## src/rtl/c1541_pkg.sv

```systemverilog
// rtl/c1541_pkg.sv - shared encodings and bit-cell timing constants for the GCR track model
package c1541_pkg;

    localparam int ADDR_W    = 13;
    localparam int CELL_MUL  = 8;
    localparam int CELL_BASE = 16;
    localparam int CELL_W    = 7;

    typedef enum logic [1:0] {
        ST_IDLE  = 2'd0,
        ST_READ  = 2'd1,
        ST_WRITE = 2'd2
    } state_e;

    // Reload value for the bit-cell down-counter: one cell lasts 8*(16-freq) clk32 cycles.
    function automatic logic [CELL_W-1:0] cell_reload(input logic [1:0] freq);
        cell_reload = CELL_W'(CELL_MUL * (CELL_BASE - int'(freq)) - 1);
    endfunction

endpackage

```

## src/rtl/c1541_bitclk.sv

```systemverilog
// rtl/c1541_bitclk.sv - bit-cell timer producing one tick per GCR bit cell
module c1541_bitclk
    import c1541_pkg::*;
(
    input  logic       clk32,
    input  logic       reset,
    input  logic [1:0] freq,
    input  logic       run,
    output logic       tick
);

    logic [CELL_W-1:0] cnt_q;
    logic [CELL_W-1:0] cnt_d;

    // Counter parked at zero while stopped so the first cell ticks immediately on start;
    // freq is only sampled at reload, so a zone change never truncates the running cell.
    always_comb begin
        tick  = run && (cnt_q == '0);
        cnt_d = cnt_q;
        if (!run) begin
            cnt_d = '0;
        end else if (tick) begin
            cnt_d = cell_reload(freq);
        end else begin
            cnt_d = cnt_q - 1'b1;
        end
    end

    // Cell counter register.
    always_ff @(posedge clk32) begin
        if (reset) begin
            cnt_q <= '0;
        end else begin
            cnt_q <= cnt_d;
        end
    end

endmodule

```

## src/rtl/c1541_gcr_track.sv

```systemverilog
// rtl/c1541_gcr_track.sv - 1541 track head model: GCR byte stream read/write against a track buffer
module c1541_gcr_track
    import c1541_pkg::*;
#(
    parameter int BYTE_N_LEN = 32,
    parameter int SYNC_BITS  = 10
) (
    input  logic              clk32,
    input  logic              reset,
    input  logic              mtr,
    input  logic [1:0]        freq,
    input  logic              mode,
    input  logic [7:0]        dout,
    input  logic              wps_n,
    input  logic [ADDR_W-1:0] track_len,
    output logic [ADDR_W-1:0] buf_addr,
    input  logic [7:0]        buf_din,
    output logic [7:0]        buf_dout,
    output logic              buf_we,
    output logic [7:0]        din,
    output logic              sync_n,
    output logic              byte_n
);

    localparam int RUN_W = $clog2(SYNC_BITS + 1);
    localparam int BN_W  = $clog2(BYTE_N_LEN + 1);
    localparam logic [RUN_W-1:0] SYNC_MAX = RUN_W'(SYNC_BITS);
    localparam logic [BN_W-1:0]  BN_LOAD  = BN_W'(BYTE_N_LEN);

    state_e            state_q;
    state_e            state_d;
    logic              tick;
    logic              idle_req;
    logic [2:0]        bit_cnt_q;
    logic [7:0]        shreg_q;
    logic [6:0]        asm_q;
    logic [2:0]        asm_cnt_q;
    logic [RUN_W-1:0]  run_cnt_q;
    logic [RUN_W-1:0]  run_nx;
    logic [BN_W-1:0]   bn_cnt_q;
    logic              adv_q;
    logic              wp_seen_q;
    logic [ADDR_W-1:0] buf_addr_q;
    logic [ADDR_W-1:0] addr_inc;
    logic [ADDR_W-1:0] addr_nx;
    logic [7:0]        din_q;
    logic [7:0]        buf_dout_q;
    logic              buf_we_q;
    logic              rd_bit;
    logic              in_sync;
    logic              byte_last;

    c1541_bitclk u_bitclk (
        .clk32 (clk32),
        .reset (reset),
        .freq  (freq),
        .run   (state_q != ST_IDLE),
        .tick  (tick)
    );

    assign idle_req  = !mtr || (track_len == '0);
    assign byte_last = (bit_cnt_q == 3'd7);
    // The first bit of a byte comes straight from the buffer; the rest from the shifter.
    assign rd_bit    = (bit_cnt_q == 3'd0) ? buf_din[7] : shreg_q[7];
    assign run_nx    = !rd_bit ? '0 : ((run_cnt_q == SYNC_MAX) ? run_cnt_q : run_cnt_q + 1'b1);
    assign in_sync   = (run_nx == SYNC_MAX);
    assign addr_inc  = buf_addr_q + 1'b1;
    // >= also catches a track that shrank underneath the current address.
    assign addr_nx   = (addr_inc >= track_len) ? '0 : addr_inc;

    // Next state: idle is immediate, read/write swaps wait for a quiet byte boundary.
    always_comb begin
        state_d = state_q;
        if (idle_req) begin
            state_d = ST_IDLE;
        end else if (state_q == ST_IDLE || (bit_cnt_q == 3'd0 && !tick)) begin
            state_d = (!mode && wps_n) ? ST_WRITE : ST_READ;
        end
    end

    // State register.
    always_ff @(posedge clk32) begin
        if (reset) begin
            state_q <= ST_IDLE;
        end else begin
            state_q <= state_d;
        end
    end

    // Bit/byte datapath: shifting, sync detection, byte events, buffer writes, address stepping.
    always_ff @(posedge clk32) begin
        if (reset) begin
            bit_cnt_q  <= '0;
            shreg_q    <= '0;
            asm_q      <= '0;
            asm_cnt_q  <= '0;
            run_cnt_q  <= '0;
            bn_cnt_q   <= '0;
            adv_q      <= 1'b0;
            wp_seen_q  <= 1'b0;
            buf_addr_q <= '0;
            din_q      <= '0;
            buf_dout_q <= '0;
            buf_we_q   <= 1'b0;
        end else if (idle_req || state_q == ST_IDLE) begin
            bit_cnt_q <= '0;
            asm_q     <= '0;
            asm_cnt_q <= '0;
            run_cnt_q <= '0;
            bn_cnt_q  <= '0;
            adv_q     <= 1'b0;
            wp_seen_q <= 1'b0;
            buf_we_q  <= 1'b0;
        end else begin
            buf_we_q <= 1'b0;
            adv_q    <= 1'b0;
            if (bn_cnt_q != '0) begin
                bn_cnt_q <= bn_cnt_q - 1'b1;
            end
            // Address steps one cycle after the byte so a write strobe still sees its own address.
            if (adv_q) begin
                buf_addr_q <= addr_nx;
            end
            if (state_q == ST_WRITE && !wps_n) begin
                wp_seen_q <= 1'b1;
            end
            if (tick) begin
                bit_cnt_q <= bit_cnt_q + 1'b1;
                if (byte_last) begin
                    adv_q <= 1'b1;
                end
                if (state_q == ST_READ) begin
                    shreg_q   <= (bit_cnt_q == 3'd0) ? {buf_din[6:0], 1'b0} : {shreg_q[6:0], 1'b0};
                    asm_q     <= {asm_q[5:0], rd_bit};
                    run_cnt_q <= run_nx;
                    if (in_sync) begin
                        asm_cnt_q <= '0;
                    end else begin
                        asm_cnt_q <= asm_cnt_q + 1'b1;
                        if (asm_cnt_q == 3'd7) begin
                            din_q    <= {asm_q, rd_bit};
                            bn_cnt_q <= BN_LOAD;
                        end
                    end
                end else begin
                    run_cnt_q <= '0;
                    asm_cnt_q <= '0;
                    if (byte_last) begin
                        bn_cnt_q  <= BN_LOAD;
                        wp_seen_q <= 1'b0;
                        if (wps_n && !wp_seen_q) begin
                            buf_we_q   <= 1'b1;
                            buf_dout_q <= dout;
                        end
                    end
                end
            end
        end
    end

    assign buf_addr = buf_addr_q;
    assign buf_dout = buf_dout_q;
    assign buf_we   = buf_we_q;
    assign din      = din_q;
    assign byte_n   = (bn_cnt_q == '0);
    assign sync_n   = !(state_q == ST_READ && run_cnt_q == SYNC_MAX);

endmodule

```

## config.mk

```make
export PLATFORM = sky130hd
export DESIGN_NAME = c1541_gcr_track
export DESIGN_NICKNAME = d
export VERILOG_FILES = /design/src/rtl/c1541_pkg.sv /design/src/rtl/c1541_bitclk.sv /design/src/rtl/c1541_gcr_track.sv
export SDC_FILE = /design/constraint.sdc
export NUM_CORES = 1
export LEC_CHECK = 0
export ABC_AREA = 1
export BUFFER_PORTS_ARGS = -buffer_cell sky130_fd_sc_hd__buf_2
export CAP_MARGIN = 20
export CORE_ASPECT_RATIO = 0.75
export CORE_UTILIZATION = 42
export CTS_CLUSTER_SIZE = 10
export DETAILED_ROUTE_END_ITERATION = 12
export PLACE_DENSITY_LB_ADDON = 0.15
export SETUP_SLACK_MARGIN = 0.02
export SYNTH_ARGS = -nofsm -noshare
export SYNTH_HDL_FRONTEND = slang
export SYNTH_HIERARCHICAL = 1
export SYNTH_SLANG_ARGS = --single-unit
```

## constraint.sdc

```tcl
create_clock -name clk32 -period 2.8 [get_ports clk32]
set_input_delay 0.14 -clock clk32 [delete_from_list [all_inputs] [get_ports clk32]]
set_output_delay 0.14 -clock clk32 [all_outputs]
set_load 0.02 [all_outputs]
```

==> run summary <==
The maximum resistive drop on vdd came out at 0.444 mV. After synthesis, the share of flip-flops with an asynchronous set or reset is 0. Setup repair after global routing left no endpoint under its margin. The number of detailed-route iterations in the first pass is 4. Leaving out fill and tap cells, the most frequent cells in the layout are 121 x sky130_fd_sc_hd__nand2_1, 77 x sky130_fd_sc_hd__nor2_1, 75 x sky130_fd_sc_hd__inv_1. The remaining global-route overflow is 0. The leakage power total came out at 2.23 nW. The initial antenna violation count is 0.

Measured in cells, the most critical reg-to-reg path has a length of 13. The first-iteration detailed-routing DRC count came out at 226. The via density per instance is 4.70. The H-tree was split into 3 levels. The area taken by flip-flops and latches came out at 0.00142 mm2. The count of final max-slew check failures is 0. The run finished with clean final reports. The area taken by multi-input logic gates is 0.00217 mm2.

The weighted congestion at the end of routability-driven global placement came out at 0.797. In the global route stage, overall resource usage came out at 0.195. Summed over all layers, the routed wires come to 8.80 mm. Clock skew on the completed layout was measured at 0.0101 ns. The die area is 0.00995 mm2. The number of clock sinks seen by CTS came out at 71. STA classifies the critical path endpoint as a flop.

The post-synthesis instance area came out at 0.00401 mm2. The cell chosen for the clock root is sky130_fd_sc_hd__clkbuf_16. The total power divided by cell area is 508 mW/mm2. The relative slew slack came out at 0.547. The hold violation count in the final report is 0. The standard cell core area came out at 0.00916 mm2. 68 I/O pins were placed. Yosys mapped a number of flops with a built-in enable equal to 0.

The first global-routing pass estimated 15.3 mm of wire. The worst hold path stage count is 3. The average instance in the mapped netlist occupies 7.03 um2. The total nets after synthesis came out at 633. The area share of the largest cell type after synthesis is 0.354. In the final routed layout, each cell accounts on average for 11.4 um. The number of hold buffers added after CTS was 0.

The number of antenna diodes in the final layout is 0. The detail route stage leaves a number of antenna-violating nets equal to 0. The number of warnings issued by yosys came out at 6. The largest fanout of any net on the critical path came out at 13. The die is 86.6 um tall.

Data on the critical path is required at its endpoint by 3.06 ns. The type of the tightest min-delay check is input pin to flop. The time the final worst path needs with I/O delays and setup came out at 2.39 ns. For this run, the number of standard cells in the final layout without fillers is 771. STA classifies the critical path startpoint as a flop.

The number of different library cells used by synthesis comes to 35. The estimated wirelength of the detail-placed design came out at 6.64 mm. The clock-pin slew of the registers on the worst-case setup and hold paths is 0.06 ns. Setup total negative slack on the finished layout was measured at 0 ns. The worst setup path is of the flop to flop kind.

The post-route clock period utilization is 0.852. Sorting the synthesized cells by area gives the leading types as sky130_fd_sc_hd__dfxtp_1 35%, sky130_fd_sc_hd__nand2_1 11%, sky130_fd_sc_hd__ha_1 8.1%. Counting flops and latches in the post-synthesis netlist gives 71.

The number of DRC violations after detailed routing is 0. The most used flip-flop cell after synthesis is sky130_fd_sc_hd__dfxtp_1. The count of final setup violators is 0. The floorplan has 30 rows. The port buffer count is 67. The via count of the first global-routing pass is 3334. Summed over all instances, the cell type with the most area after synthesis is sky130_fd_sc_hd__dfxtp_1. TritonCTS built the clock tree.

In the final layout, the share of cells above drive strength 1 is 0.199. Total power for the finished layout comes to 2.42 mW. The max-capacitance violation count is 0. In this run the deepest clock path goes through 2 buffers.

At the worst endpoint, the arrival time is 2.65 ns. From left edge to right edge, the die measures 115 um. The initial core utilization is 0.438. The count of placed standard cells including taps came out at 755. The final layout contains 700 nets. The detailed-route via count is 3626. The clock latency on the worst-skew pair is 0.34 ns.

The maximum operating frequency came out at 0.419 GHz. The number of CTS-inserted buffers is 9. The number of inserted filler cells in the final layout is 961. The largest net degree at the start of global routing came out at 25. The signed area change from the synthesized netlist to the final layout is 18.7%. The library cell used most frequently in the layout, excluding fill and tap cells, is sky130_fd_sc_hd__nand2_1. The part of the Yosys area used for sequential elements came out at 0.354. The synthesized netlist cell count is 571. The transition time at the pin with the least slew margin is 0.679 ns.
## flip-flops by register name, indices dropped and copies added, names as in the netlist, 2 cells and up
| signal | count |
|---|---|
| din | 8 |
| bn_cnt_q | 6 |
| state_q | 2 |
| u_bitclk/cnt_q | 7 |
| buf_dout | 8 |
| asm_q | 7 |
| shreg_q | 7 |
| bit_cnt_q | 3 |
| buf_addr | 13 |
| run_cnt_q | 4 |
| asm_cnt_q | 3 |
## worst max-delay path: stages, from the launching register on
cell,delay (ns)
sky130_fd_sc_hd__dfxtp_1,0.38
sky130_fd_sc_hd__ha_1,0.20
sky130_fd_sc_hd__nand2_1,0.09
sky130_fd_sc_hd__nor2_4,0.19
sky130_fd_sc_hd__xor2_1,0.16
sky130_fd_sc_hd__inv_1,0.07
sky130_fd_sc_hd__ha_1,0.30
sky130_fd_sc_hd__a21o_1,0.16
sky130_fd_sc_hd__nor2_1,0.10
sky130_fd_sc_hd__nand2_1,0.09
sky130_fd_sc_hd__a21oi_2,0.12
sky130_fd_sc_hd__buf_4,0.20
sky130_fd_sc_hd__nand3_1,0.10
sky130_fd_sc_hd__a21oi_1,0.15
## stage by stage
stage / hold slack (ns) / worst slack (ns) / area (um2) / utilization
6_report: 0.0348 / 0.413 / 4760 / 0.520
3_3_place_gp: 0.370 / 0.450 / 4440 / 0.484
2_1_floorplan: 0.209 / 0.433 / 4010 / -
5_1_grt: 0.0346 / 0.106 / 4760 / 0.520
3_5_place_dp: 0.378 / 0.330 / 4440 / 0.484
4_1_cts: 0.0306 / 0.315 / 4760 / 0.519
## cells in the mapped netlist, types with 2 or more instances
master,instances
sky130_fd_sc_hd__o21ai_1,3
sky130_fd_sc_hd__nor3_4,2
sky130_fd_sc_hd__ha_1,26
sky130_fd_sc_hd__nand2_1,121
sky130_fd_sc_hd__nor3_1,6
sky130_fd_sc_hd__nand2_2,10
sky130_fd_sc_hd__a21oi_2,2
sky130_fd_sc_hd__nor2_1,77
sky130_fd_sc_hd__dfxtp_1,71
sky130_fd_sc_hd__a21oi_1,40
sky130_fd_sc_hd__nand4_1,17
sky130_fd_sc_hd__inv_2,9
sky130_fd_sc_hd__nand3_1,38
sky130_fd_sc_hd__nor2_4,7
sky130_fd_sc_hd__clkbuf_1,3
sky130_fd_sc_hd__inv_1,75
sky130_fd_sc_hd__buf_2,3
sky130_fd_sc_hd__xnor2_1,3
sky130_fd_sc_hd__buf_4,6
sky130_fd_sc_hd__nor2_2,6
sky130_fd_sc_hd__a22oi_1,3
sky130_fd_sc_hd__xor2_1,8
sky130_fd_sc_hd__xnor2_2,2
sky130_fd_sc_hd__o21ai_0,22
## metal layers
layer  track usage  vias to the layer above  routed length, um  share of wire
met1         0.255                     1582               4240           0.48
met2         0.319                       77               3930           0.45
met5             0                        -                  0              0
met3        0.0545                        9                539          0.061
li1              -                     1958                  -              -
met4        0.0496                        0                 89          0.010
## final timing paths
path,slack (ns),to,start
setup / recovery,0.41,buf_addr[3]$_SDFFE_PP0P_,buf_addr[0]$_SDFFE_PP0P_
hold / removal,0.03,buf_dout[2]$_SDFFE_PP0P_,dout[2]
setup reg to reg,0.41,buf_addr[3]$_SDFFE_PP0P_,buf_addr[0]$_SDFFE_PP0P_
hold reg to reg,0.43,u_bitclk/cnt_q[0]$_SDFF_PP0_,u_bitclk/cnt_q[0]$_SDFF_PP0_
## cell type report
| type | instances | share of cell area |
|---|---|---|
| Clock buffer | 10 | 0.0481 |
| Clock inverter | 6 | 0.0194 |
| Inverter | 85 | 0.0670 |
| Multi-Input combinational cell | 400 | 0.457 |
| Sequential cell | 71 | 0.298 |
| Tap cell | 128 | 0.0336 |
| Timing Repair Buffer | 71 | 0.0767 |
## power by group
group	leakage [nW]	total, mW	internal, mW	switching, mW
Sequential	0.573	1.03	1.02	0.00626
Combinational	1.51	0.171	0.0643	0.107
Clock	0.149	1.22	0.784	0.440
## logic make-up after synthesis
| family | count (synthesis) | share of synthesized area |
|---|---|---|
| xor+xnor | 13 | 0.0321 |
| flops | 71 | 0.354 |
| simple gates | 288 | 0.331 |
| fa+ha+maj | 26 | 0.0811 |
| compound gates | 73 | 0.0970 |
| buf+inv | 100 | 0.105 |
## repair_timing
item | 4_1_cts | 5_1_grt
resized for setup | 0 | 1
buffers inserted | 0 | 0
setup endpoints to repair | 0 | 1
No activity file was read; power rests on OpenSTA's default activity.
